**src/rtl/tbird_pkg.sv**
```systemverilog
// tbird_pkg: mode codes, half-step encoding helpers and FSM states for the light decoder
package tbird_pkg;
  typedef enum logic [2:0] {
    MODE_OFF         = 3'd0,
    MODE_RIGHT       = 3'd1,
    MODE_LEFT        = 3'd2,
    MODE_HAZARD      = 3'd3,
    MODE_BRAKE       = 3'd4,
    MODE_BRAKE_RIGHT = 3'd5,
    MODE_BRAKE_LEFT  = 3'd6
  } mode_t;
  typedef enum logic [1:0] {SEEK, TRACK, LOCKED} state_t;
  typedef enum logic [1:0] {K_S0, K_ANIM, K_S4, K_ILL} kind_t;
  typedef enum logic {LEFT, RIGHT} dir_t;
  function automatic logic [3:0] step_nibble(input dir_t d, input logic [2:0] k);
    logic [4:0] ones;
    ones = (5'd1 << k) - 5'd1;
    return d == LEFT ? ones[3:0] : {ones[0], ones[1], ones[2], ones[3]};
  endfunction
  function automatic kind_t half_kind(input logic [2:0] p, input logic [2:0] c);
    return (p == 3'd0 && c == 3'd0) ? K_S0 :
           (p == 3'd4 && c == 3'd4) ? K_S4 :
           (c == (p == 3'd4 ? 3'd0 : p + 3'd1)) ? K_ANIM : K_ILL;
  endfunction
endpackage

```
**src/rtl/tbird_light_decoder_if.sv**
```systemverilog
// tbird_light_decoder_if: light-bus input and recovered-mode outputs of the decoder
interface tbird_light_decoder_if;
  logic       sample;
  logic [7:0] lights;
  logic [2:0] mode;
  logic       mode_valid;
  logic       pattern_error;
  logic [7:0] mode_changes;
  modport master (output sample, lights, input mode, mode_valid, pattern_error, mode_changes);
  modport slave (input sample, lights, output mode, mode_valid, pattern_error, mode_changes);
endinterface

```
**src/rtl/tbird_half_classify.sv**
```systemverilog
// tbird_half_classify: maps one light nibble to its animation step or flags it bad
module tbird_half_classify
  import tbird_pkg::*;
#(
  parameter dir_t DIR = LEFT
) (
  input  logic [3:0] nibble,
  output logic       bad,
  output logic [2:0] step
);
  always_comb begin
    bad = 1'b1;
    step = 3'd0;
    for (int k = 0; k < 5; k++)
      if (nibble == step_nibble(DIR, 3'(k))) begin
        bad = 1'b0;
        step = 3'(k);
      end
  end
endmodule

```
**src/rtl/tbird_light_decoder.sv**
```systemverilog
// tbird_light_decoder: recovers the T-Bird switch code from sampled light frames
module tbird_light_decoder
  import tbird_pkg::*;
#(
  parameter int LOCK_COUNT = 2
) (
  input logic clock,
  input logic reset_n,
  tbird_light_decoder_if.slave bus
);
  localparam logic [3:0] LOCK = 4'(LOCK_COUNT);
  logic       l_bad, r_bad, bad, legal, has_lock;
  logic [2:0] l_step, r_step, prev_l, prev_r;
  logic [3:0] cnt, next_cnt;
  kind_t      lk, rk;
  mode_t      pm, cand;
  state_t     state;
  tbird_half_classify #(.DIR(LEFT)) left_half (.nibble(bus.lights[7:4]), .bad(l_bad), .step(l_step));
  tbird_half_classify #(.DIR(RIGHT)) right_half (.nibble(bus.lights[3:0]), .bad(r_bad), .step(r_step));
  assign bad = l_bad | r_bad;
  assign lk = half_kind(prev_l, l_step);
  assign rk = half_kind(prev_r, r_step);
  assign next_cnt = (state == TRACK && cnt != 4'd0 && pm == cand) ? cnt + 4'd1 : 4'd1;
  always_comb begin
    legal = !bad && lk != K_ILL && rk != K_ILL;
    if (lk == K_ANIM) begin
      pm = rk == K_S0 ? MODE_LEFT : rk == K_S4 ? MODE_BRAKE_LEFT : MODE_HAZARD;
      legal = legal && (rk != K_ANIM || l_step == r_step);
    end else begin
      pm = rk == K_ANIM ? (lk == K_S0 ? MODE_RIGHT : MODE_BRAKE_RIGHT) : (lk == K_S0 ? MODE_OFF : MODE_BRAKE);
      legal = legal && (rk == K_ANIM || rk == lk);
    end
  end
  always_ff @(posedge clock) begin
    if (!reset_n) begin
      state <= SEEK;
      prev_l <= 3'd0;
      prev_r <= 3'd0;
      cand <= MODE_OFF;
      cnt <= 4'd0;
      has_lock <= 1'b0;
      bus.mode <= 3'd0;
      bus.mode_valid <= 1'b0;
      bus.pattern_error <= 1'b0;
      bus.mode_changes <= 8'd0;
    end else begin
      bus.pattern_error <= 1'b0;
      if (bus.sample) begin
        if (!bad) begin
          prev_l <= l_step;
          prev_r <= r_step;
        end
        if (state == SEEK) begin
          bus.pattern_error <= bad;
          if (!bad) state <= TRACK;
        end else if (!legal) begin
          bus.pattern_error <= 1'b1;
          bus.mode_valid <= 1'b0;
          cnt <= 4'd0;
          state <= bad ? SEEK : TRACK;
        end else if (!(state == LOCKED && pm == bus.mode)) begin
          cand <= pm;
          cnt <= next_cnt;
          if (next_cnt >= LOCK) begin
            bus.mode <= pm;
            bus.mode_valid <= 1'b1;
            has_lock <= 1'b1;
            state <= LOCKED;
            if (has_lock && pm != bus.mode && bus.mode_changes != 8'hFF)
              bus.mode_changes <= bus.mode_changes + 8'd1;
          end else begin
            bus.mode_valid <= 1'b0;
            state <= TRACK;
          end
        end
      end
    end
  end
endmodule

```
**src/flat_wrapper.sv**
```systemverilog
// flat-port wrapper written by rule: the top's interface ports become plain ports
module tbird_light_decoder_flat import tbird_pkg::*;
#(
  parameter int LOCK_COUNT = 2
)
  (clock, reset_n, bus_sample, bus_lights, bus_mode, bus_mode_valid, bus_pattern_error, bus_mode_changes);
  tbird_light_decoder_if bus_i ();
  input logic clock;
  input logic reset_n;
  input wire logic [$bits(bus_i.sample)-1:0] bus_sample;
  input wire logic [$bits(bus_i.lights)-1:0] bus_lights;
  output wire logic [$bits(bus_i.mode)-1:0] bus_mode;
  output wire logic [$bits(bus_i.mode_valid)-1:0] bus_mode_valid;
  output wire logic [$bits(bus_i.pattern_error)-1:0] bus_pattern_error;
  output wire logic [$bits(bus_i.mode_changes)-1:0] bus_mode_changes;
  assign bus_i.sample = bus_sample;
  assign bus_i.lights = bus_lights;
  assign bus_mode = bus_i.mode;
  assign bus_mode_valid = bus_i.mode_valid;
  assign bus_pattern_error = bus_i.pattern_error;
  assign bus_mode_changes = bus_i.mode_changes;
  tbird_light_decoder #(.LOCK_COUNT(LOCK_COUNT)) u_core (.clock(clock), .reset_n(reset_n), .bus(bus_i));
endmodule
```
**config.mk**
```make
export PLATFORM = sky130hd
export DESIGN_NAME = tbird_light_decoder_flat
export DESIGN_NICKNAME = d
export VERILOG_FILES = /design/src/rtl/tbird_pkg.sv /design/src/rtl/tbird_light_decoder_if.sv /design/src/rtl/tbird_half_classify.sv /design/src/rtl/tbird_light_decoder.sv /design/src/flat_wrapper.sv
export SDC_FILE = /design/constraint.sdc
export NUM_CORES = 1
export LEC_CHECK = 0
export BUFFER_PORTS_ARGS = -buffer_cell sky130_fd_sc_hd__buf_2
export CORE_MARGIN = 4
export CORE_UTILIZATION = 50
export DETAILED_ROUTE_END_ITERATION = 8
export GPL_TIMING_DRIVEN = 0
export PLACE_DENSITY_LB_ADDON = 0.05
export SYNTH_ARGS = -nofsm -noshare
export SYNTH_HDL_FRONTEND = slang
export SYNTH_SLANG_ARGS = --single-unit
```
**constraint.sdc**
```tcl
create_clock -name clock -period 4.1 [get_ports clock]
set_input_delay 0.205 -clock clock [delete_from_list [all_inputs] [get_ports clock]]
set_output_delay 0.205 -clock clock [all_outputs]
set_load 0.01 [all_outputs]
```
### After elaboration in Yosys (flattened, before gate mapping)

Index checks and enable logic that the tools add are counted.
Widths: inputs -> output; s select.

* input bits: 11
* register bits after elaboration: 29
* logic and storage cells: 130
* output and inout port bits: 13

* add/subtract/negate cells: 4
* reductions and logical operators: 33
* bitwise operators: 4
* order comparisons: 1
* multiplexer cells: 47
* equal/unequal tests: 31

Operators with widths (number)
* $mux 3: 14
* $mux 2: 11
* $eq 4x4->1 const B: 5
* $mux 1: 19
* $eq 3x3->1: 5
* $logic_and 1x1->1: 13
* $eq 3x3->1 const B: 4
* $logic_not 3->1: 4
* $mux 4: 3
* $add 8x1->8 const B: 1
* $logic_not 4->1: 2
* $ne 2x2->1 const B: 4
* $ne 8x8->1 const B: 1
* $add 3x1->3 const B: 2
* $eq 2x1->1 const B: 3
* $logic_not 2->1: 3
* $reduce_and 3->1: 2
* $reduce_and 6->1: 1
* $reduce_and 5->1: 1
* $add 4x1->4 const B: 1
* $eq 2x2->1 const B: 2
* $eq 4x1->1 const B: 1
* $eq 4x2->1 const B: 1
* $eq 4x3->1 const B: 1
* other kinds (12): 16

### Logic depth before layout (Yosys ltp)

* depth after elaboration: 21
* depth in mapped cells: 12
* depth with buffers taken out: 11

### Modules after synthesis

Synthesis repeated with hierarchy kept, for this count alone.

* cells, all modules: 272
* area total of the unflattened synthesis: 2163.3 um^2

Modules (own cells, without submodules)
* tbird_light_decoder: area each 2028.2 um^2, times used 1, seq. area each 580.6 um^2, cells an instance 252
* tbird_half_classify: area each 67.6 um^2, times used 2, seq. area each 0.0 um^2, cells an instance 10

### Worst setup path before layout

OpenSTA, ideal clock, no wires.

* path type: reg-to-reg
* start point: register u_core.prev_l[0]
* end point: register u_core.bus.mode_changes[6]
* cell stages (with the launch flop): 13
* path slack: 1036 ps
* data required time: 3985 ps
* buffers on the path: 1
* period minus slack after synthesis: 3064 ps
* setup time: 115 ps
* data arrival time: 2950 ps
* cells stage by stage: dfxtp_1 > inv_1 > ha_1 > or3b_1 > a21oi_2 > o2111ai_2 > a22o_4 > xor2_2 > a2111oi_4 > and4_1 > buf_6 > a41oi_1 > o21a_1

* longest elaborated chain between the ends: 15
* elaborated cells between the ends (all ways): 35
* those cells by class: add/sub: 1; order compare: 1; eq/ne: 8; mux: 10; bitwise: 1; reduce/logical: 14

Ends and longest elaborated chain
* from (decl): RTL line tbird_light_decoder.sv:13 `logic [2:0] l_step, r_step, prev_l, prev_r;`
* from (signal assigned): RTL line tbird_light_decoder.sv:50 `prev_l <= l_step;`
* $add 3x1->3 or $eq 3x3->1 (tied branches): RTL line tbird_pkg.sv:23, tbird_pkg.sv:22
* $mux 3: RTL line tbird_pkg.sv:23 `(c == (p == 3'd4 ? 3'd0 : p + 3'd1)) ? K_ANIM : K_ILL;`
* $eq 3x3->1: RTL line tbird_pkg.sv:23
* $mux 2: RTL line tbird_pkg.sv:23
* $mux 2: RTL line tbird_pkg.sv:22 `(p == 3'd4 && c == 3'd4) ? K_S4 :`
* $mux 2 *: RTL line tbird_pkg.sv:21 `return (p == 3'd0 && c == 3'd0) ? K_S0 :`
* $logic_not 2->1: RTL line tbird_light_decoder.sv:30 `pm = rk == K_ANIM ? (lk == K_S0 ? MODE_RIGHT : MODE_BRAKE_RIGHT) : (lk == K_S0 ? MODE_OFF : MODE_BRAKE);`
* $mux 3 (2 in a row): RTL line tbird_light_decoder.sv:30
* $mux 3: RTL line tbird_light_decoder.sv:26 `if (lk == K_ANIM) begin`
* $eq 3x3->1: RTL line tbird_light_decoder.sv:23 `assign next_cnt = (state == TRACK && cnt != 4'd0 && pm == cand) ? cnt + 4'd1 : 4'd1;`
* $logic_and 1x1->1: RTL line tbird_light_decoder.sv:23
* $mux 4: RTL line tbird_light_decoder.sv:23
* $ge 4x2->1: RTL line tbird_light_decoder.sv:64 `if (next_cnt >= LOCK) begin`
* $reduce_and 6->1 (no source line) *
* to (signal assigned): RTL line tbird_light_decoder.sv:70 `bus.mode_changes <= bus.mode_changes + 8'd1;`
* to (decl): RTL line tbird_light_decoder_if.sv:10 `modport slave (input sample, lights, output mode, mode_valid, pattern_error, mode_changes);`

Mark *: on every way between the ends. The rest lies on a longest branch, timed or not.
A chain may end at the register's enable or synchronous reset.

### Worst setup path in the final report

* start point: register u_core.prev_l[0]
* end point: register u_core.bus.mode_changes[7]

Same word-level chain as after synthesis.

==> results.sh <==
export IMPL_die_y_um=72.5
export IMPL_synth_commonest_cells="dfxtp_1 (29), nand2_1 (25), nor2_1 (24)"
export IMPL_seq_power_share_pct=47.4
export IMPL_finalSetupViolCount=0
export IMPL_hold_start="bus_sample"
export IMPL_swShare_pct=25.6
export IMPL_io_pins=24
export IMPL_crit_buf_inv=2
export IMPL_start_kind="register"
export IMPL_drv_cap=0
export IMPL_track_usage_pct=18.8
export IMPL_pwr_share_comb_pct=13.5
export IMPL_fmax_ghz=0.294
export IMPL_yosysSeqAreaShare_pct=27.9
export IMPL_place_hpwl_um=3410
export IMPL_initial_core_util_pct=52.0
export IMPL_grt_max_degree=11
export IMPL_p_leak_uw=0.00103
export IMPL_netlist_instances=264
export IMPL_final_layout_size_suffix_gt1_share_pct=16.9
export IMPL_status="finished, final reports clean"
export IMPL_worst_r2r_path_depth=12
export IMPL_vias_per_cell=5.64
export IMPL_synth_top_area_share_pct=27.9
export IMPL_cts_setup_buffers=0
export IMPL_critPathSlowestCell="a2111oi_4"
export IMPL_synthArstFlopShare_pct=0
export IMPL_crit_start="u_core.prev_l[0]"
export IMPL_area_growth_synth_to_final_pct=11.7
export IMPL_holdPathStages=3
export IMPL_ys_seq_elements=29
export IMPL_clock_skew_ns=0.00471
export IMPL_worst_slack_ns=0.695
export IMPL_max_stage_delay_ns=0.55
export IMPL_root_buffer="clkbuf_8"
export IMPL_drtPass1Iterations=4
export IMPL_insertion_delay_ns=0.28
export IMPL_antenna_cells=0
export IMPL_synthesis_area_mm2=0.00208
export IMPL_fillers=422
export IMPL_switching_power_uw=154
export IMPL_grt_pass1_vias=1655
export IMPL_worst_pin_slew_ns=0.557
export IMPL_cts_buffers=5
export IMPL_critical_path_peak_fanout=10
export IMPL_hold_path_class="in2reg"
export IMPL_ys_flop_type="dfxtp_1"
export IMPL_syn_nets=282
export IMPL_max_slew_margin_pct=62.8
export IMPL_clkTransAtPathRegs_ns=0.06
export IMPL_cts_resized=0
export IMPL_wirelength_um=4540
export IMPL_rows=23
export IMPL_yosysWarnings=0
export IMPL_first_iter_violations=149
export IMPL_cp_cell_sequence="inv_1 > ha_1 > or3b_1 > a21oi_2 > o2111ai_2 > a22o_4 > xor2_2 > a2111oi_4 > and4_1 > buf_6 > nand4_1 > mux2i_1"
export IMPL_cts_hold_buf=0
export IMPL_antenna_found_initial=0
export IMPL_die_w_um=72.5
export IMPL_required_ns=4.27
export IMPL_synth_top_area_cell="dfxtp_1"
export IMPL_p_int_uw=447
export IMPL_timing_setup_tns_ns=0
export IMPL_routedWlPerCell_um=13.3
export IMPL_fin_area_mm2=0.00233
export IMPL_ant_nets=0
export IMPL_powerDensity_mw_per_mm2=258
export IMPL_htree_levels=2
export IMPL_yosysMostFrequentCell="dfxtp_1"
export IMPL_worst_ep_arrival_time_ns=3.58
export IMPL_hold_viol=0
export IMPL_period_needed_ns=3.40
export IMPL_reg2reg_from="u_core.prev_l[0]"
export IMPL_portBuffers=19
export IMPL_grt_setup_unrepaired="no"
export IMPL_cp_end_kind="register"
export IMPL_nets=308
export IMPL_avgSynthCellArea_um2=7.89
export IMPL_place_congestion=0.836
export IMPL_placeableCoreArea_mm2=0.00400
export IMPL_finalMaxSlewViolations=0
export IMPL_fin_crit_sh_pct=83.0
export IMPL_path_delay_family="compound AO/OA/AOI/OAI gates"
export IMPL_clkSinkCount=29
export IMPL_fin_util_pct=58.1
export IMPL_drc=0
export IMPL_clockBufferDepth=2
export IMPL_num_vias=1918
export IMPL_clock_power_share_pct=39.1
export IMPL_overflow=0
export IMPL_crit_type="reg2reg"
export IMPL_synth_edff_count=0
export IMPL_ir_worst_vdd_mv=0.232
export IMPL_tritoncts="built"
export IMPL_synth_top_cells_by_area="dfxtp_1 (28%), nand2b_1 (5.4%), mux2i_1 (5.3%)"
export IMPL_placed_area_mm2=0.00224
export IMPL_grt_pass1_wl_um=7850
export IMPL_crit_cells=12
export IMPL_place_ws_ns=0.711
export IMPL_synth_cell_types=55
export IMPL_dieArea_mm2=0.00526
state kept, by name, indices dropped and copies added (netlist names):
| signal | count |
|---|---|
| u_core.has_lock | 1 |
| u_core.state | 2 |
| u_core.bus.mode_changes | 8 |
| u_core.prev_r | 3 |
| u_core.bus.mode | 3 |
| u_core.prev_l | 3 |
| u_core.cand | 3 |
| u_core.bus.mode_valid | 1 |
| u_core.bus.pattern_error | 1 |
| u_core.cnt | 4 |
worst reg2reg max path: stages (launching register included):
cell and delay [ns]:
dfxtp_1 0.37, inv_1 0.06, ha_1 0.27, or3b_1 0.42, a21oi_2 0.14, o2111ai_2 0.23
a22o_4 0.32, xor2_2 0.16, a2111oi_4 0.55, and4_1 0.32, buf_6 0.15, nand4_1 0.15
mux2i_1 0.15
routing by layer:
layer	global-route usage [%]	routed length (µm)	vias up
met2	25.1	1910	38
met3	5.96	164	8
met4	4.71	65	0
li1	-	-	1000
met1	28.8	2390	872
met5	0	0	-
through the flow:
stage | instances | hold WS, ns | total power [µW]
6_report | 340 | 0.182 | 601
5_1_grt | 340 | 0.185 | 633
3_3_place_gp | 333 | 0.448 | 371
3_5_place_dp | 333 | 0.453 | 372
2_1_floorplan | 264 | 0.315 | 351
4_1_cts | 340 | 0.174 | 608
layout make-up:
cell class	count	area, µm²	share of cell area [%]
buffer	12	66.3	2.85
clock buffer	7	86.3	3.71
inverter	15	56.3	2.42
multi-input combinational	208	1380	59.3
sequential	29	581	25.0
tap	50	62.6	2.69
timing repair buffer	19	95.1	4.09
power groups by stage:
stage                     Combinational [µW]  Sequential (µW)  Clock (µW)
after floorplan                         60.5              291           0
after global placement                  79.8              291           0
after detailed placement                81.1              291           0
after global routing                    91.3              285         257
after CTS                               81.4              285         242
final                                   81.4              285         235
path summary, 6_finish.rpt:
kind	to	slack (ns)
min	u_core.bus.pattern_error	0.18
min reg2reg	u_core.has_lock	0.47
max reg2reg	u_core.bus.mode_changes[7]	0.70
max	u_core.bus.mode_changes[7]	0.70
logic make-up (layout without fill, tap and decap cells):
kind of cell | Yosys count | in the layout | share of synthesized area, %
xor+xnor | 8 | 8 | 3.73
compound gates | 70 | 70 | 23.9
fa+ha+maj | 7 | 7 | 4.21
flops | 29 | 29 | 27.9
buf+inv | 27 | 53 | 5.89
mux | 11 | 11 | 5.29
simple gates | 112 | 112 | 29.1
cell usage in the layout, fill, tap and decap left out, types with 2 or more instances in the layout:
cell type and instances:
a211oi_1 3, a21o_1 4, a21oi_1 19, a311oi_1 3, a31o_2 2, a31oi_1 4
and2_1 3, and3_1 6, buf_2 23, buf_4 2, clkbuf_1 5, clkbuf_8 6
dfxtp_1 29, ha_1 7, inv_1 15, mux2i_1 11, nand2_1 25, nand2b_1 18
nand3_1 9, nand4_1 8, nor2_1 24, o211ai_1 3, o21a_1 5, o21ai_0 11
o22ai_1 4, o32ai_1 2, or2_2 4, or3_1 2, xnor2_1 3, xor2_1 4
Power figures use the tool's default switching activity.
